## config.mk

```make
export PLATFORM = sky130hd
export DESIGN_NAME = des_subkey_gen
export DESIGN_NICKNAME = d
export VERILOG_FILES = /design/src/rtl/des_pkg.sv /design/src/rtl/des_pc2.sv /design/src/rtl/des_subkey_gen.sv
export SDC_FILE = /design/constraint.sdc
export NUM_CORES = 1
export LEC_CHECK = 0
export BUFFER_PORTS_ARGS = -buffer_cell sky130_fd_sc_hd__buf_2
export CAP_MARGIN = 0
export CELL_PAD_IN_SITES_DETAIL_PLACEMENT = 0
export CELL_PAD_IN_SITES_GLOBAL_PLACEMENT = 1
export CORE_MARGIN = 2
export CORE_UTILIZATION = 36
export DETAILED_ROUTE_END_ITERATION = 8
export HOLD_SLACK_MARGIN = 0.12
export PLACE_DENSITY = 0.87
export SYNTH_ARGS = -nofsm -noshare
export SYNTH_HDL_FRONTEND = slang
export SYNTH_SLANG_ARGS = --single-unit
```

## constraint.sdc

```tcl
create_clock -name clk -period 2.4 [get_ports clk]
set_input_delay 0.48 -clock clk [delete_from_list [all_inputs] [get_ports clk]]
set_output_delay 0.48 -clock clk [all_outputs]
set_load 0.01 [all_outputs]
```

## src/rtl/des_pkg.sv

```systemverilog
// Shared DES key-schedule tables and helpers (FIPS 46-3 PC-1, PC-2, shift schedule).
// Tables hold FIPS 1-based bit positions; bit 1 is the MSB of the source word.
package des_pkg;

  localparam int unsigned HALF_W   = 32'd28;
  localparam int unsigned SUBKEY_W = 32'd48;
  localparam int unsigned ROUNDS   = 32'd16;

  typedef enum logic {
    ST_IDLE = 1'b0,
    ST_RUN  = 1'b1
  } state_e;

  localparam logic [5:0] PC1_TAB [56] = '{
    6'd57, 6'd49, 6'd41, 6'd33, 6'd25, 6'd17, 6'd9,
    6'd1,  6'd58, 6'd50, 6'd42, 6'd34, 6'd26, 6'd18,
    6'd10, 6'd2,  6'd59, 6'd51, 6'd43, 6'd35, 6'd27,
    6'd19, 6'd11, 6'd3,  6'd60, 6'd52, 6'd44, 6'd36,
    6'd63, 6'd55, 6'd47, 6'd39, 6'd31, 6'd23, 6'd15,
    6'd7,  6'd62, 6'd54, 6'd46, 6'd38, 6'd30, 6'd22,
    6'd14, 6'd6,  6'd61, 6'd53, 6'd45, 6'd37, 6'd29,
    6'd21, 6'd13, 6'd5,  6'd28, 6'd20, 6'd12, 6'd4
  };

  localparam logic [5:0] PC2_TAB [48] = '{
    6'd14, 6'd17, 6'd11, 6'd24, 6'd1,  6'd5,
    6'd3,  6'd28, 6'd15, 6'd6,  6'd21, 6'd10,
    6'd23, 6'd19, 6'd12, 6'd4,  6'd26, 6'd8,
    6'd16, 6'd7,  6'd27, 6'd20, 6'd13, 6'd2,
    6'd41, 6'd52, 6'd31, 6'd37, 6'd47, 6'd55,
    6'd30, 6'd40, 6'd51, 6'd45, 6'd33, 6'd48,
    6'd44, 6'd49, 6'd39, 6'd56, 6'd34, 6'd53,
    6'd46, 6'd42, 6'd50, 6'd36, 6'd29, 6'd32
  };

  localparam logic [1:0] SHIFT_TAB [16] = '{
    2'd1, 2'd1, 2'd2, 2'd2, 2'd2, 2'd2, 2'd2, 2'd2,
    2'd1, 2'd2, 2'd2, 2'd2, 2'd2, 2'd2, 2'd2, 2'd1
  };

  // True when every byte of the key carries odd parity.
  function automatic logic key_parity_ok(input logic [63:0] k);
    logic ok;
    ok = 1'b1;
    for (int b = 0; b < 8; b++) begin
      ok = ok & (^k[b*8 +: 8]);
    end
    return ok;
  endfunction

  function automatic logic [HALF_W-1:0] rot_half(input logic [HALF_W-1:0] x,
                                                 input logic [1:0]        n,
                                                 input logic              right);
    logic [HALF_W-1:0] r;
    case ({right, n})
      3'b001:  r = {x[26:0], x[27]};
      3'b010:  r = {x[25:0], x[27:26]};
      3'b101:  r = {x[0], x[27:1]};
      3'b110:  r = {x[1:0], x[27:2]};
      default: r = x;
    endcase
    return r;
  endfunction

endpackage

```

## src/rtl/des_pc2.sv

```systemverilog
// DES PC-2 compression permutation: 56-bit C||D to 48-bit round subkey.
module des_pc2
  import des_pkg::*;
(
  input  logic [55:0] cd_i,
  output logic [47:0] k_o
);

  // FIPS bit i of C||D lives at cd_i[56-i]; subkey bit j+1 at k_o[47-j].
  always_comb begin
    k_o = '0;
    for (int j = 0; j < 48; j++) begin
      k_o[6'(47 - j)] = cd_i[6'(7'd56 - {1'b0, PC2_TAB[6'(j)]})];
    end
  end

endmodule

```

## src/rtl/des_subkey_gen.sv

```systemverilog
// Sequential DES key schedule streaming K1..K16 (encrypt) or K16..K1 (decrypt).
// Optional byte-parity check on the key is enabled by DES_SUBKEY_PARITY_CHK_EN.
module des_subkey_gen
  import des_pkg::*;
(
  input  logic        clk,
  input  logic        rst_n,
  input  logic        key_valid,
  output logic        key_ready,
  input  logic [1:64] key,
  input  logic        decrypt,
  output logic        sk_valid,
  input  logic        sk_ready,
  output logic [1:48] subkey,
  output logic [3:0]  sk_round,
  output logic        sk_last,
  output logic        key_perr
);

  state_e              state_q, state_d;
  logic [HALF_W-1:0]   c_q, c_d, d_q, d_d;
  logic [3:0]          step_q, step_d;
  logic [3:0]          round_q, round_d;
  logic                dir_q, dir_d;
  logic                perr_q, perr_d;

  logic [63:0]         key_s;
  logic [55:0]         pc1_s;
  logic [HALF_W-1:0]   c0_s, d0_s;
  logic                accept_s;
  logic                key_ok_s;
  logic                last_step_s;
  logic [1:0]          sh_s;
  logic [SUBKEY_W-1:0] pc2_s;

  assign key_s       = key;
  assign key_ready   = (state_q == ST_IDLE);
  assign accept_s    = key_valid & key_ready;
  assign last_step_s = (step_q == 4'(ROUNDS - 32'd1));

`ifdef DES_SUBKEY_PARITY_CHK_EN
  assign key_ok_s = key_parity_ok(key_s);
`else
  logic unused_par_s;
  assign key_ok_s     = 1'b1;
  assign unused_par_s = ^{key_s[56], key_s[48], key_s[40], key_s[32],
                          key_s[24], key_s[16], key_s[8],  key_s[0]};
`endif

  // PC-1 on the incoming key; FIPS bit i of the key is key_s[64-i].
  always_comb begin
    pc1_s = '0;
    for (int j = 0; j < 56; j++) begin
      pc1_s[6'(55 - j)] = key_s[6'(7'd64 - {1'b0, PC1_TAB[6'(j)]})];
    end
  end

  assign c0_s = pc1_s[55:28];
  assign d0_s = pc1_s[27:0];

  // Shift amount for the step after the current one; unused on the last step.
  always_comb begin
    sh_s = 2'd0;
    if (dir_q) begin
      sh_s = SHIFT_TAB[4'd15 - step_q];
    end else if (!last_step_s) begin
      sh_s = SHIFT_TAB[step_q + 4'd1];
    end else begin
      sh_s = 2'd0;
    end
  end

  // Next-state logic; decrypt starts from C0/D0 because C16/D16 equals C0/D0.
  always_comb begin
    state_d = state_q;
    c_d     = c_q;
    d_d     = d_q;
    step_d  = step_q;
    round_d = round_q;
    dir_d   = dir_q;
    perr_d  = 1'b0;
    case (state_q)
      ST_IDLE: begin
        if (accept_s && key_ok_s) begin
          dir_d   = decrypt;
          step_d  = 4'd0;
          round_d = decrypt ? 4'd15 : 4'd0;
          if (decrypt) begin
            c_d = c0_s;
            d_d = d0_s;
          end else begin
            c_d = rot_half(c0_s, SHIFT_TAB[0], 1'b0);
            d_d = rot_half(d0_s, SHIFT_TAB[0], 1'b0);
          end
          state_d = ST_RUN;
        end else begin
          perr_d = accept_s & ~key_ok_s;
        end
      end
      ST_RUN: begin
        if (sk_ready) begin
          if (last_step_s) begin
            state_d = ST_IDLE;
          end else begin
            step_d  = step_q + 4'd1;
            round_d = dir_q ? (round_q - 4'd1) : (round_q + 4'd1);
            c_d     = rot_half(c_q, sh_s, dir_q);
            d_d     = rot_half(d_q, sh_s, dir_q);
          end
        end else begin
          state_d = ST_RUN;
        end
      end
      default: begin
        state_d = ST_IDLE;
      end
    endcase
  end

  // State and key-half registers.
  always_ff @(posedge clk or negedge rst_n) begin
    if (!rst_n) begin
      state_q <= ST_IDLE;
      c_q     <= '0;
      d_q     <= '0;
      step_q  <= 4'd0;
      round_q <= 4'd0;
      dir_q   <= 1'b0;
      perr_q  <= 1'b0;
    end else begin
      state_q <= state_d;
      c_q     <= c_d;
      d_q     <= d_d;
      step_q  <= step_d;
      round_q <= round_d;
      dir_q   <= dir_d;
      perr_q  <= perr_d;
    end
  end

  des_pc2 u_pc2 (
    .cd_i ({c_q, d_q}),
    .k_o  (pc2_s)
  );

  assign subkey   = pc2_s;
  assign sk_valid = (state_q == ST_RUN);
  assign sk_last  = (state_q == ST_RUN) & last_step_s;
  assign sk_round = round_q;
  assign key_perr = perr_q;

endmodule
```

==> impl_results.md <==
* Synth cell types at 57
* Prevailing post-synth register cell: dfrtp_1
* Largest net degree at the start of global routing at 67
* Antenna-violating nets left at 0
* GRT overflow at 0
* Final hold violations at 0
* GP Congestion at 0.7853
* Worst skew pair latency at 0.34 ns
* Post-synthesis sequential area ratio at 34.22%
* Met3 Use GR at about 3.1%
* Post-Synthesis Cells at between 500 and 600
* Vias at approximately 4.2k
* Most used routing layer: met2
* Buf/Inv on CP at 2
* Crit path cell chain: ha_2 > buf_4 > maj3_1 > nor2_1 > mux2_4 > or2_2 > buf_12 > o21ai_0 > a22o_1
* Setup slack after layout at a little under 0.08 ns
* Inst Count DP at 731
* DP Wirelength at 7.761 mm
* Mapped cell area at 0.004826 sq mm
* Initial Util at 36.59%
* Slowest stage cell, crit path: dfrtp_1
* Vias per inst at 5.663
* Max_cap viols at 0
* Fmax at 430.8 MHz
* Num CTS Buffers at 9
* HP Class: input pin to asynchronous set/reset pin
* Fillers at 1304
* EDFF count, synth at 0
* Hold-fix buffers, CTS at 0
* Most frequent cells in the layout: dfrtp_1 (64), o21ai_0 (59), nor2_1 (51)
* Pre-CTS setup slack at -0.009785 ns
* Die H at 119.8 um
* FF+latch count, synth at 66
* Global Route met2 Usage at 27.57%
* Max incr delay on CP at 0.44 ns
* Placed Area at between 0.005 and 0.006 sq mm
* Sinks on Clock Net at 66
* Routed Wire Length at approximately 12 mm
* Clock buffer depth at 2
* Crit. End Element: flip-flop
* Post-route insts no fill at 750
* Input/output buffers at 35
* Routed length per instance at 15.94 um
* Root Buffer: clkbuf_16
* Fin nets at 645
* Pwr Density at about 1600 mW/mm^2
* DIE WIDTH at between 100 and 150 um
* # IOs at between 100 and 150
* Worst-path maximum fanout at 26
* Drt pass-1 iters at 5
* Max-slew violation count at 0
* Met1 usage at 23.49%
* Period Utilization, post-route at 96.73%
* Die area at roughly 0.014 sq mm
* Core area at 0.01319 sq mm
* H-tree depth at 3
* Critical path startpoint category: flip-flop
* CP required at 2.67 ns
* Worst VDD drop at 901.8 uV
* Worst path depth at 9
* Final setup violation count at 0
* Fin crit period at 2.321 ns
* Crit Path Category: flip-flop to flip-flop
* Crit path DAT at 2.60 ns
* # DRC at 0
* Avg Inst Size Synth at 8.822 sq um
* Area grow syn2layout at 13.95%
* All-Layer GR Usage at around 17%
* Status: finished, final reports clean
* Ratio of cells with drive above 1 in the final layout at 20.38%
* Clock transition at path regs at 0.06 ns
* Post-synthesis async set-or-reset flop share at 100.0%
* CTS tree: yes
* Reg2reg path depth at 9
* First-pass GRT wire length at slightly above 20 mm
* N_diodes at 0
* DR iter-0 viols at 304
* Total chip power at 8889 uW
* Commonest non-fill, non-tap cell in the layout: dfrtp_1
* Initial antenna violation count at 0
* Leakage power at roughly 0.0025 uW
* Final Instance Area at 0.005499 sq mm
* Row count at 42
* Crit path max-delay family: flip-flops
* Vias in the first global route at 4130
* Setup TNS Final at 0 ns
* Post-route clock skew at 0.008452 ns
* Warnings, synthesis at 0
cells by family (layout without fill, tap and decap cells):
family,after synthesis,count (layout),synth area share [%]
compound gates,254,254,37.88
buf+inv,111,106,14.54
simple gates,102,102,10.14
flops,66,66,34.22
fa+ha+maj,8,8,2.178
xor+xnor,4,4,0.7259
other cells,1,33,0.07771
mux,1,1,0.2333
layout make-up:
class,count,area (sq um),area share (%)
Multi-Input combinational cell,402,2686,48.85
Sequential cell,66,1654,30.08
Timing Repair Buffer,75,610.6,11.10
Clock buffer,10,239.0,4.346
Tap cell,176,220.2,4.005
Inverter,15,56.30,1.024
Clock inverter,6,32.53,0.5916
final timing paths:
kind / from / endpoint / slack [ns]
max: step_q[0] / c_q[18] / 0.08
min: rst_n / c_q[12] / 0.17
max reg2reg: step_q[0] / c_q[18] / 0.08
min reg2reg: sk_round[2] / sk_round[2] / 0.52
max in group asynchronous: rst_n / step_q[3] / 1.94
min in group clk: sk_ready / sk_valid / 0.36
flip-flops by register name (all words and copies together) (netlist names):
register / cells
step_q: 4
sk_round: 4
sk_valid: 1
dir_q: 1
c_q: 28
d_q: 28
Yosys cell counts (2+ instances only):
cell type	count	share of area, %
nand3_1	2	0.21
buf_2	9	0.93
nor3_1	4	0.41
nor2_1	52	4.0
o22ai_1	2	0.26
a221oi_1	5	0.91
a31oi_1	4	0.52
buf_6	8	1.9
a22oi_1	42	6.5
and2_1	6	0.78
o21ai_0	64	6.6
inv_1	14	1.1
a21oi_1	11	1.1
nor2b_1	2	0.26
a211oi_1	8	1.2
buf_4	54	8.4
a311oi_1	2	0.36
and3_2	2	0.31
o21a_1	41	6.4
nand2b_1	3	0.39
nand2_1	19	1.5
ha_1	6	1.6
o31ai_1	5	0.78
dfrtp_1	66	34
a222oi_1	7	1.5
a22o_1	47	8.5
clkbuf_1	24	1.9
o21ai_1	2	0.21
a21o_1	3	0.47
xnor2_1	4	0.73
a221o_1	3	0.62
where the power goes:
part | switching (uW) | internal, uW
Clock | 511 | 717
Combinational | 2690 | 2570
Sequential | 773 | 1630
routing by layer:
| metal | vias to the layer above | wire (um) |
|---|---|---|
| met2 | 111 | 5851 |
| met1 | 2118 | 5359 |
| met3 | 19 | 494 |
| li1 | 1999 | - |
| met4 | 0 | 252 |
| met5 | - | 0 |
what timing repair did:
item / in CTS / in global routing
gates resized for setup: 1 / 24
cloned: 0 / 0
pin swaps: 0 / 4
setup endpoints to repair: 38 / 56
setup buffers: 0 / 3
per-stage QoR:
stage | hold WS [ns] | util (%)
after global routing | 0.2059 | 41.69
final | 0.1676 | 41.69
after detailed placement | 0.5051 | 38.71
after CTS | 0.1837 | 40.81
after global placement | 0.5026 | 38.71
after floorplan | 0.1844 | -
Note: power is estimated with default switching activity, not from simulation.
